`src/rtl/stepper_pkg.sv`:
```
// -----------------------------------------------------------------------------
// stepper_pkg
//   Shared definitions for the stepper motion blocks. The move-state encoding
//   is common to the step generator and the phase sequencer. The sequencer
//   decodes these values directly, so keep them stable.
// -----------------------------------------------------------------------------
package stepper_pkg;

  localparam logic [1:0] STEPPER_IDLE   = 2'd0;
  localparam logic [1:0] STEPPER_RUN    = 2'd1;
  localparam logic [1:0] STEPPER_FINISH = 2'd2;

  typedef enum logic [1:0] {
    ST_IDLE   = STEPPER_IDLE,
    ST_RUN    = STEPPER_RUN,
    ST_FINISH = STEPPER_FINISH
  } stepper_state_t;

endpackage

```
`src/rtl/stepper_interval_timer.sv`:
```
// -----------------------------------------------------------------------------
// stepper_interval_timer
//   Loadable-period up-counter that measures the spacing between step strobes.
//   tick is high in the cycle where the count reaches period-1. The counter then
//   wraps to 0, so consecutive ticks are exactly 'period' clocks apart.
//   A load restarts the count from 0 with a new period. A load takes
//   precedence over the wrap, so the owner can reprogram the period in the
//   same cycle as a tick.
//
// Ports
//   clock_clk    in   1         system clock
//   reset_low    in   1         asynchronous active-low reset
//   run          in   1         count enable (tick is suppressed when low)
//   load         in   1         restart count at 0 and take load_period
//   load_period  in   PERIOD_W  new interval length in clocks (>= 1)
//   period       out  PERIOD_W  interval currently being timed
//   tick         out  1         interval elapsed this cycle
// -----------------------------------------------------------------------------
module stepper_interval_timer #(
  parameter int PERIOD_W = 20
) (
  input  logic                clock_clk,
  input  logic                reset_low,
  input  logic                run,
  input  logic                load,
  input  logic [PERIOD_W-1:0] load_period,
  output logic [PERIOD_W-1:0] period,
  output logic                tick
);

  localparam logic [PERIOD_W-1:0] P_ONE = PERIOD_W'(1);

  logic [PERIOD_W-1:0] count;

  assign tick = run && (count == (period - P_ONE));

  always_ff @(posedge clock_clk or negedge reset_low) begin
    if (!reset_low) begin
      count  <= '0;
      period <= '0;
    end else if (load) begin
      count  <= '0;
      period <= load_period;
    end else if (tick) begin
      count  <= '0;
    end else if (run) begin
      count  <= count + P_ONE;
    end
  end

endmodule

```
`src/rtl/stepper_step_gen.sv`:
```
// -----------------------------------------------------------------------------
// stepper_step_gen
//   Trapezoidal-profile step/direction generator for the phase sequencer.
//   The block accepts a move (step count + direction) over valid/ready. It
//   then emits one-cycle step strobes. The interval between strobes starts at
//   START_PERIOD and shrinks by ACCEL_STEP per step down to MIN_PERIOD. It
//   cruises at that interval and then grows back, so the final interval is
//   START_PERIOD again when the ramp has room to complete.
//   'ramp' counts how many accelerating steps are banked. Deceleration starts
//   once the steps left are no more than the banked ramp. An abort shortens
//   the move to what is needed to unwind the ramp. The absolute signed
//   position is also kept here.
//
// Ports
//   clock_clk   in   1        system clock
//   reset_low   in   1        asynchronous active-low reset
//   cmd_valid   in   1        move command present
//   cmd_ready   out  1        command can be accepted (IDLE only)
//   cmd_steps   in   STEP_W   steps to issue (unsigned, 0 = empty move)
//   cmd_dir     in   1        1 = forward (+1), 0 = reverse (-1)
//   abort       in   1        ramped stop of the current move
//   pos_clear   in   1        synchronous zero of position
//   step_pulse  out  1        one-cycle step strobe
//   step_dir    out  1        direction of current move
//   busy        out  1        move in progress
//   done        out  1        one-cycle end-of-move pulse
//   position    out  POS_W    signed absolute step count (wraps)
// -----------------------------------------------------------------------------
module stepper_step_gen
  import stepper_pkg::*;
#(
  parameter int STEP_W       = 16,
  parameter int POS_W        = 32,
  parameter int PERIOD_W     = 20,
  parameter int START_PERIOD = 50000,
  parameter int MIN_PERIOD   = 5000,
  parameter int ACCEL_STEP   = 500
) (
  input  logic                    clock_clk,
  input  logic                    reset_low,
  input  logic                    cmd_valid,
  output logic                    cmd_ready,
  input  logic [STEP_W-1:0]       cmd_steps,
  input  logic                    cmd_dir,
  input  logic                    abort,
  input  logic                    pos_clear,
  output logic                    step_pulse,
  output logic                    step_dir,
  output logic                    busy,
  output logic                    done,
  output logic signed [POS_W-1:0] position
);

  localparam logic [PERIOD_W-1:0]   START_P = PERIOD_W'(START_PERIOD);
  localparam logic [PERIOD_W-1:0]   MIN_P   = PERIOD_W'(MIN_PERIOD);
  localparam logic [PERIOD_W-1:0]   ACCEL_P = PERIOD_W'(ACCEL_STEP);
  localparam logic [PERIOD_W:0]     START_X = (PERIOD_W+1)'(START_PERIOD);
  localparam logic [PERIOD_W:0]     MIN_X   = (PERIOD_W+1)'(MIN_PERIOD);
  localparam logic [PERIOD_W:0]     ACCEL_X = (PERIOD_W+1)'(ACCEL_STEP);
  localparam logic [STEP_W-1:0]     S_ONE   = STEP_W'(1);
  localparam logic [STEP_W:0]       S_ONE_X = (STEP_W+1)'(1);
  localparam logic signed [POS_W-1:0] POS_FWD = POS_W'(1);
  localparam logic signed [POS_W-1:0] POS_REV = POS_W'(-1);

  // Period plus one acceleration increment, capped at START_PERIOD.
  // The sum is one bit wider than the period so it cannot wrap.
  function automatic logic [PERIOD_W-1:0] sat_slow(input logic [PERIOD_W-1:0] p);
    logic [PERIOD_W:0] sum;
    sum = {1'b0, p} + ACCEL_X;
    if (sum >= START_X) return START_P;
    return sum[PERIOD_W-1:0];
  endfunction

  // Period minus one acceleration increment, floored at MIN_PERIOD. The
  // floor test is done before subtracting so the period never underflows.
  function automatic logic [PERIOD_W-1:0] sat_fast(input logic [PERIOD_W-1:0] p);
    if ({1'b0, p} <= (MIN_X + ACCEL_X)) return MIN_P;
    return p - ACCEL_P;
  endfunction

  // Limit a step count to ramp+1: the steps needed to finish the current
  // deceleration. ramp+1 is formed one bit wider so it cannot overflow.
  function automatic logic [STEP_W-1:0] clamp_to_ramp(input logic [STEP_W-1:0] val,
                                                      input logic [STEP_W-1:0] rmp);
    logic [STEP_W:0] lim;
    lim = {1'b0, rmp} + S_ONE_X;
    if ({1'b0, val} > lim) return lim[STEP_W-1:0];
    return val;
  endfunction

  stepper_state_t      state;
  logic [STEP_W-1:0]   remaining;
  logic [STEP_W-1:0]   ramp;
  logic [PERIOD_W-1:0] period;
  logic                tick;
  logic                running;
  logic                accept;
  logic                timer_load;
  logic [PERIOD_W-1:0] timer_load_val;

  // Profile decision for the step issued this cycle.
  logic [STEP_W-1:0]   r_dec;
  logic [STEP_W-1:0]   r_step;
  logic                r_last;
  logic [PERIOD_W-1:0] next_period;
  logic [STEP_W-1:0]   next_ramp;

  assign running    = (state == ST_RUN);
  assign accept     = (state == ST_IDLE) && cmd_valid && cmd_ready;
  assign step_pulse = tick;

  // Every step reloads the timer with the next interval. The reload also
  // restarts the count, which is what makes a changed period take effect
  // immediately.
  assign timer_load     = accept || tick;
  assign timer_load_val = accept ? START_P : next_period;

  stepper_interval_timer #(
    .PERIOD_W (PERIOD_W)
  ) u_timer (
    .clock_clk   (clock_clk),
    .reset_low   (reset_low),
    .run         (running),
    .load        (timer_load),
    .load_period (timer_load_val),
    .period      (period),
    .tick        (tick)
  );

  // If an abort coincides with a step, the step still counts. The shortened
  // remainder then decides whether this step accelerates, cruises or
  // decelerates.
  always_comb begin
    r_dec       = remaining - S_ONE;
    r_step      = abort ? clamp_to_ramp(r_dec, ramp) : r_dec;
    r_last      = (r_step == '0);
    next_period = period;
    next_ramp   = ramp;
    if (!r_last) begin
      if (r_step <= ramp) begin
        next_period = sat_slow(period);
        next_ramp   = ramp - S_ONE;
      end else if (period > MIN_P) begin
        next_period = sat_fast(period);
        next_ramp   = ramp + S_ONE;
      end
    end
  end

  always_ff @(posedge clock_clk or negedge reset_low) begin
    if (!reset_low) begin
      state     <= ST_IDLE;
      cmd_ready <= 1'b1;
      step_dir  <= 1'b0;
      busy      <= 1'b0;
      done      <= 1'b0;
      remaining <= '0;
      ramp      <= '0;
    end else begin
      done <= 1'b0;
      unique case (state)
        ST_IDLE: begin
          if (accept) begin
            remaining <= cmd_steps;
            ramp      <= '0;
            step_dir  <= cmd_dir;
            cmd_ready <= 1'b0;
            if (cmd_steps != '0) begin
              state <= ST_RUN;
              busy  <= 1'b1;
            end else begin
              // An empty move still reports completion.
              state <= ST_FINISH;
              done  <= 1'b1;
            end
          end
        end
        ST_RUN: begin
          if (tick) begin
            remaining <= r_step;
            ramp      <= next_ramp;
            if (r_last) begin
              state <= ST_FINISH;
              busy  <= 1'b0;
              done  <= 1'b1;
            end
          end else if (abort) begin
            remaining <= clamp_to_ramp(remaining, ramp);
          end
        end
        ST_FINISH: begin
          state     <= ST_IDLE;
          cmd_ready <= 1'b1;
        end
        default: begin
          state     <= ST_IDLE;
          cmd_ready <= 1'b1;
          busy      <= 1'b0;
        end
      endcase
    end
  end

  // A clear outranks a simultaneous step, so that step is not counted.
  always_ff @(posedge clock_clk or negedge reset_low) begin
    if (!reset_low) begin
      position <= '0;
    end else if (pos_clear) begin
      position <= '0;
    end else if (tick) begin
      position <= position + (step_dir ? POS_FWD : POS_REV);
    end
  end

endmodule

```
`config.mk`:
```
export PLATFORM = sky130hd
export DESIGN_NAME = stepper_step_gen
export DESIGN_NICKNAME = d
export VERILOG_FILES = /design/src/rtl/stepper_pkg.sv /design/src/rtl/stepper_interval_timer.sv /design/src/rtl/stepper_step_gen.sv
export SDC_FILE = /design/constraint.sdc
export NUM_CORES = 1
export LEC_CHECK = 0
export BUFFER_PORTS_ARGS = -buffer_cell sky130_fd_sc_hd__buf_2
export CORE_AREA = 5 5 231 166
export DETAILED_ROUTE_END_ITERATION = 8
export DIE_AREA = 0 0 236 171
export PLACE_DENSITY = 0.52
export SLEW_MARGIN = 20
export SYNTH_ARGS = -nofsm -noshare
export SYNTH_HDL_FRONTEND = slang
export SYNTH_SLANG_ARGS = --single-unit
```
`constraint.sdc`:
```
create_clock -name clock_clk -period 9.9 [get_ports clock_clk]
set_input_delay 0.495 -clock clock_clk [delete_from_list [all_inputs] [get_ports clock_clk]]
set_output_delay 0.495 -clock clock_clk [all_outputs]
set_load 0.005 [all_outputs]
```
==> results.toml, run 1 <==
[yosys]
ys_top_cells_by_count = "nand2_1, a21oi_1, nor2_1"
avgSynthCellArea_sq_um = 7.74
ys_top_cells_by_area = "dfrtp_1, ha_1, a21oi_1"
yosys.area_share.adder_pct = 12.4
synth-xor-area-share_pct = 8.17
ys_seq_elements = 108
syn_nets = 1497
netlist_area_sq_mm = 0.0106
synth_edf_count = 0
yosysSeqAreaShare_pct = 25.5
synth_top_family_by_area = "compound AO/OA/AOI/OAI gates"
yosysMostFrequentCell = "nand2_1"
ys_warn_count = 0
synth-simple-area-share_pct = 24.2
syn_inst = 1371
synth_top_cell_area_share_pct = 25.2
synthFlopType = "dfrtp_1"
muxShareOfSynthArea_pct = 0.778
yosys.area.top_type = "dfrtp_1"
yosysUniqueCellTypes = 78
ys_async_sr_fraction_pct = 100
synth-compound-area-share_pct = 24.5

[floorplan]
row_count = 59
die_w_microns = 236
coreArea_sq_mm = 0.0362
initial_core_util_pct = 29.3
io_pins = 59
die_h_microns = 171
fp.dieArea_sq_mm = 0.0404

[timing]
finalSetupViolCount = 0
maxSlewViolCount = 0
period_minus_slack_ns = 8.13
maxClockFrequency_mhz = 123
tightest_slew_ns = 1.00
rsz0062_at_grt = "no"
fin_crit_sh_pct = 82.1
finalHoldViolCount = 0
setup_ws_ns = 1.77
finalSetupTns_ns = 0
finClkSkew_ns = 0.00948
relSlewSlack_pct = 32.2

[place]
place_hpwl_microns = 25000
place_congestion = 0.937
port_buffers = 58
dp_slack_ns = 1.65

[global_routing]
grt_use_met3_pct = 2.80
use_met1_pct = 25.4
grt.total_usage_pct = 16.0
grt_pass1_vias = 9350
grt-busiest-layer = "met1"
grt_first_pass_wirelength_microns = 53200
overflow = 0
grt_max_degree = 63
antenna_found_initial = 0
grt_use_met2_pct = 22.6

[power]
p_per_area_mw_per_mm2 = 84.0
ir_drop_mv = 0.0675
power_leakage_nw = 5.09

[drt]
drt-total-wl_microns = 32800
num_vias = 10200
routed_via_density = 5.41
ant_nets = 0
dr.first_iter.drc_count = 858
post_drt_wl_per_cell_microns = 17.5
drcViolationCount = 0
drt-pass1-iter-count = 5

[setup_path]
crit_fanout = 39
slowest_stage = "dfrtp_1"
critPathMaxStageDelay_ns = 0.53
crit_required_ns = 10.16
arrival_ns = 8.39
critPathKind = "flop to flop"
cp-end-kind = "flop"
start_kind = "flop"

[run_status]
outcome = "completed"

[clocking]
post_cts_buffers = 0
clk_pin_slew_worst_paths_ns = 0.08
root_buffer = "clkbuf_16"
cts_tree = "yes"
clk_path_buf_depth = 2
cts.sinks = 108
cts_resized = 0
cts-buffers-inserted = 9
postCtsHoldBufs = 0
clk_latency_ns = 0.37
htree_levels = 3

[job]
drv_cap = 0

[worst_hold_path]
hold_path_class = "input port to asynchronous set/reset pin"

[layout]
fin_nets = 1513
syn2layout_area_growth_pct = 9.97
drive_gt1_share_pct = 8.76
diodes = 0
cell type report:
class	count	area, sq um
Fill cell	3839	24600
Multi-Input combinational cell	1146	7450
Sequential cell	108	2700
Tap cell	488	611
Timing Repair Buffer	71	390
Clock buffer	10	239
Inverter	51	191
Clock inverter	6	81.3
stage by stage:
| step | std cells | instance area [sq um] | total power, mW | util (%) | hold slack [ns] |
|---|---|---|---|---|---|
| global route | 1880 | 11700 | 1.02 | 32.2 | 0.310 |
| global placement | 1864 | 11300 | 0.580 | 31.3 | 0.509 |
| detailed placement | 1864 | 11300 | 0.582 | 31.3 | 0.516 |
| finish | 1880 | 11700 | 0.980 | 32.2 | 0.229 |
| CTS | 1880 | 11700 | 0.995 | 32.2 | 0.263 |
| floorplan | 1371 | 10600 | 0.542 | - | 0.199 |
layout by cell type (no fill, tap or decap), drive strengths merged, types with 6 or more instances in the layout:
| cell | netlist | routed |
|---|---|---|
| buf | 20 | 71 |
| mux2i | 6 | 6 |
| nand3 | 61 | 61 |
| nand3b | 6 | 6 |
| inv | 50 | 52 |
| xor2 | 38 | 38 |
| a211oi | 19 | 19 |
| or4 | 8 | 8 |
| nand2b | 22 | 22 |
| o211ai | 6 | 6 |
| or2 | 7 | 7 |
| o22ai | 6 | 6 |
| nand2 | 135 | 135 |
| nor4 | 14 | 14 |
| nand4 | 23 | 23 |
| o21a | 17 | 17 |
| nor2 | 126 | 126 |
| xnor2 | 61 | 61 |
| and3 | 26 | 26 |
| a21oi | 130 | 130 |
| dfrtp | 107 | 107 |
| nor2b | 18 | 18 |
| or3 | 8 | 8 |
| a31o | 6 | 6 |
| ha | 102 | 102 |
| a31oi | 21 | 21 |
| a21o | 43 | 43 |
| nor3 | 45 | 45 |
| o31ai | 13 | 13 |
| o21ai | 110 | 110 |
| clkbuf | 46 | 10 |
kinds of logic (layout without fill, tap and decap cells):
logic type      count (synthesis)  after routing
flops                         108            108
fa+ha+maj                     104            104
buf+inv                       117            138
mux                             8              8
compound gates                420            420
xor+xnor                       99             99
simple gates                  515            515
routing by layer:
metal  part of all wire, %  wire [microns]
met4                   1.2             381
met5                     0               0
met3                   5.5            1800
met2                    39           12900
met1                    54           17700
flip-flops by register name (all words and copies together) (netlist names):
register        count
done                1
step_dir            1
position           32
remaining          16
ramp               16
u_timer.period     18
u_timer.count      20
busy                1
state               2
cmd_ready           1
path summary, 6_finish.rpt:
check	startpoint	end	slack, ns	cells past startpoint
max in group asynchronous	reset_low	u_timer.count[10]$_DFFE_PN0P_	8.47	2
max	ramp[0]$_DFFE_PN0P_	ramp[12]$_DFFE_PN0P_	1.77	33
max reg2reg	ramp[0]$_DFFE_PN0P_	ramp[12]$_DFFE_PN0P_	1.77	33
min	reset_low	position[12]$_DFFE_PN0P_	0.23	1
min reg2reg	cmd_ready$_DFFE_PN1P_	cmd_ready$_DFFE_PN1P_	0.53	1
min in group clock_clk	cmd_dir	step_dir$_DFFE_PN0P_	0.40	3
critical path, delay by kind of cell (launching register included):
| family | cells | cell delay, ns |
|---|---|---|
| AO/OA/AOI/OAI | 19 | 3.62 |
| adder cells (fa/ha/maj) | 4 | 1.46 |
| AND/OR/NAND/NOR | 5 | 1.13 |
| buffers and inverters | 3 | 0.66 |
| XOR/XNOR | 2 | 0.58 |
| flip-flops | 1 | 0.53 |
power breakdown:
group / switching [mW] / total [mW] / internal, mW
logic: 0.0787 / 0.128 / 0.0495
registers: 0.00397 / 0.446 / 0.443
clock network: 0.196 / 0.405 / 0.209
(Power assumes the default switching activity.)
==> run 2, diff against run 1 <==
ABC_AREA = 1   (was not set)
CORE_AREA = 5 5 239 171   (was 5 5 231 166)
DIE_AREA = 0 0 244 176   (was 0 0 236 171)
clock period = 8.51 ns   (was 9.9 ns; I/O delays follow)
==> results.toml, run 2 <==
[floorplan]
row_count = 60
coreArea_sq_mm = 0.0381
die_h_microns = 176
io_pins = 59
fp.dieArea_sq_mm = 0.0429
initial_core_util_pct = 29.7
die_w_microns = 244

[layout]
finalInstanceArea_sq_mm = 0.0123
regMostFlops = "position"
syn2layout_area_growth_pct = 8.82
largest_register_ff_count = 32
mostFrequentLayoutCell = "nand2_1"
regArea_sq_mm = 0.00270
fin_nets = 1871
final_cell_mix = "nand2_1, inv_1, nor2_1, nand3_1, dfrtp_1"
final_cells = 2246
drive_gt1_share_pct = 6.63
diodes = 0
biggestRegsByFlops = "position x32, u_timer.count x20, u_timer.period x18"
multi_input_area_sq_mm = 0.00763
nFillCells = 4157

[timing]
relSlewSlack_pct = 32.2
finalHoldViolCount = 0
maxClockFrequency_mhz = 142
tightest_slew_ns = 1.01
fin_crit_sh_pct = 82.7
finClkSkew_ns = 0.0146
period_minus_slack_ns = 7.04
finalSetupTns_ns = 0
maxSlewViolCount = 0
finalSetupViolCount = 0
rsz0062_at_grt = "no"

[setup_path]
slowest_stage = "fa_1"
crit_fanout = 34
arrival_ns = 7.35
crit_required_ns = 8.82
start_kind = "flop"
critPathMaxStageDelay_ns = 0.47
cp-end-kind = "flop"
cpMostUsedCell = "nand2_1"
critPathKind = "flop to flop"

[global_routing]
antenna_found_initial = 0
grt_pass1_vias = 10600
overflow = 0
grt_max_degree = 62
grt.total_usage_pct = 16.9
grt_first_pass_wirelength_microns = 58600

[clocking]
post_cts_buffers = 0
clk_latency_ns = 0.39
clk_pin_slew_worst_paths_ns = 0.08
root_buffer = "clkbuf_16"
cts_resized = 0
cts-buffers-inserted = 9
postCtsHoldBufs = 0
cts_tree = "yes"
htree_levels = 3
clk_path_buf_depth = 2
cts.sinks = 108

[yosys]
synth_edf_count = 0
avgSynthCellArea_sq_um = 6.60
netlist_area_sq_mm = 0.0113
ys_seq_elements = 108
yosys.area.top_type = "dfrtp_1"
ys_top_cells_by_count = "nand2_1, inv_1, nor2_1"
synthFlopType = "dfrtp_1"
ys_warn_count = 0
yosysUniqueCellTypes = 53
ys_top_cells_by_area = "dfrtp_1, nand2_1, ha_1"
synth_top_cell_area_share_pct = 23.6
syn_nets = 1842
yosysMostFrequentCell = "nand2_1"
syn_inst = 1716
ys_async_sr_fraction_pct = 100
yosysSeqAreaShare_pct = 23.9

[place]
place_congestion = 0.954
dp_cells = 2230
post_dp_cell_area_sq_mm = 0.0120
place_hpwl_microns = 28800
port_buffers = 58

[drt]
drt-pass1-iter-count = 5
routed_via_density = 5.10
drcViolationCount = 0
ant_nets = 0
dr.first_iter.drc_count = 1104
num_vias = 11500
drt-total-wl_microns = 36900
post_drt_wl_per_cell_microns = 16.4

[worst_hold_path]
hold_path_class = "input port to asynchronous set/reset pin"

[run_status]
outcome = "completed"

[job]
drv_cap = 0
## run 2: cell types whose count changed after synthesis, sizes merged, moves of 23 or more
| cell | change |
|---|---|
| inv | +141 |
| nand2 | +321 |
| xor2 | +48 |
| a21oi | -44 |
| nor2 | +45 |
| xnor2 | -40 |
| a21o | -36 |
| and3 | -23 |
| nand3 | +82 |
| clkbuf | -27 |
## run 2: kinds of logic after synthesis
kind of cell	share of synthesized area [%]
flip-flops	23.9
AO/OA/AOI/OAI	14.6
buffers and inverters	8.88
XOR/XNOR	8.27
AND/OR/NAND/NOR	32.8
adder cells (fa/ha/maj)	11.6
## run 2: through the flow
step	hold WS [ns]	util (%)	setup WS, ns
3_5_place_dp	0.501	31.6	1.62
3_3_place_gp	0.494	31.6	1.75
5_1_grt	0.222	32.3	0.725
4_1_cts	0.163	32.3	1.56
6_report	0.137	32.3	1.47
2_1_floorplan	0.130	-	2.61
## run 2: area by class of cell
cell class                      count  share of cell area [%]
Clock inverter                      5                   0.487
Inverter                          193                    5.88
Multi-Input combinational cell   1366                    61.9
Clock buffer                       11                    1.89
Sequential cell                   108                    21.9
Tap cell                          496                    5.03
Timing Repair Buffer               67                    2.92
## run 2: metal layers
layer  GRT usage [%]  wire (microns)  share of wire, %
met5               0               0                 0
met4            3.45             502               1.4
met3            2.98            2240               6.1
met2            24.0           14800                40
met1            26.7           19400                53
## run 2: worst max-delay path, delay by kind of cell, from the launching register on
family / cells / cell delay [ns]
AO/OA/AOI/OAI: 5 / 1.10
flip-flops: 1 / 0.41
AND/OR/NAND/NOR: 23 / 2.68
adder cells (fa/ha/maj): 4 / 1.27
XOR/XNOR: 2 / 0.38
buffers and inverters: 6 / 1.12
## run 2: path summary, 6_finish.rpt
path | endpoint | cells after the start | slack, ns | start
worst min register to register | position[16]$_DFFE_PN0P_ | 2 | 0.52 | position[16]$_DFFE_PN0P_
max in group asynchronous | u_timer.period[18]$_DFFE_PN0P_ | 2 | 7.15 | reset_low
worst max register to register | ramp[14]$_DFFE_PN0P_ | 40 | 1.47 | remaining[0]$_DFFE_PN0P_
worst max-delay path | ramp[14]$_DFFE_PN0P_ | 40 | 1.47 | remaining[0]$_DFFE_PN0P_
worst min-delay path | position[11]$_DFFE_PN0P_ | 1 | 0.14 | reset_low
min in group clock_clk | step_dir$_DFFE_PN0P_ | 3 | 0.27 | cmd_dir
Power of run 2 is not shown: default switching activity piles up to over one toggle a cycle in this logic, so the estimate is an artifact.
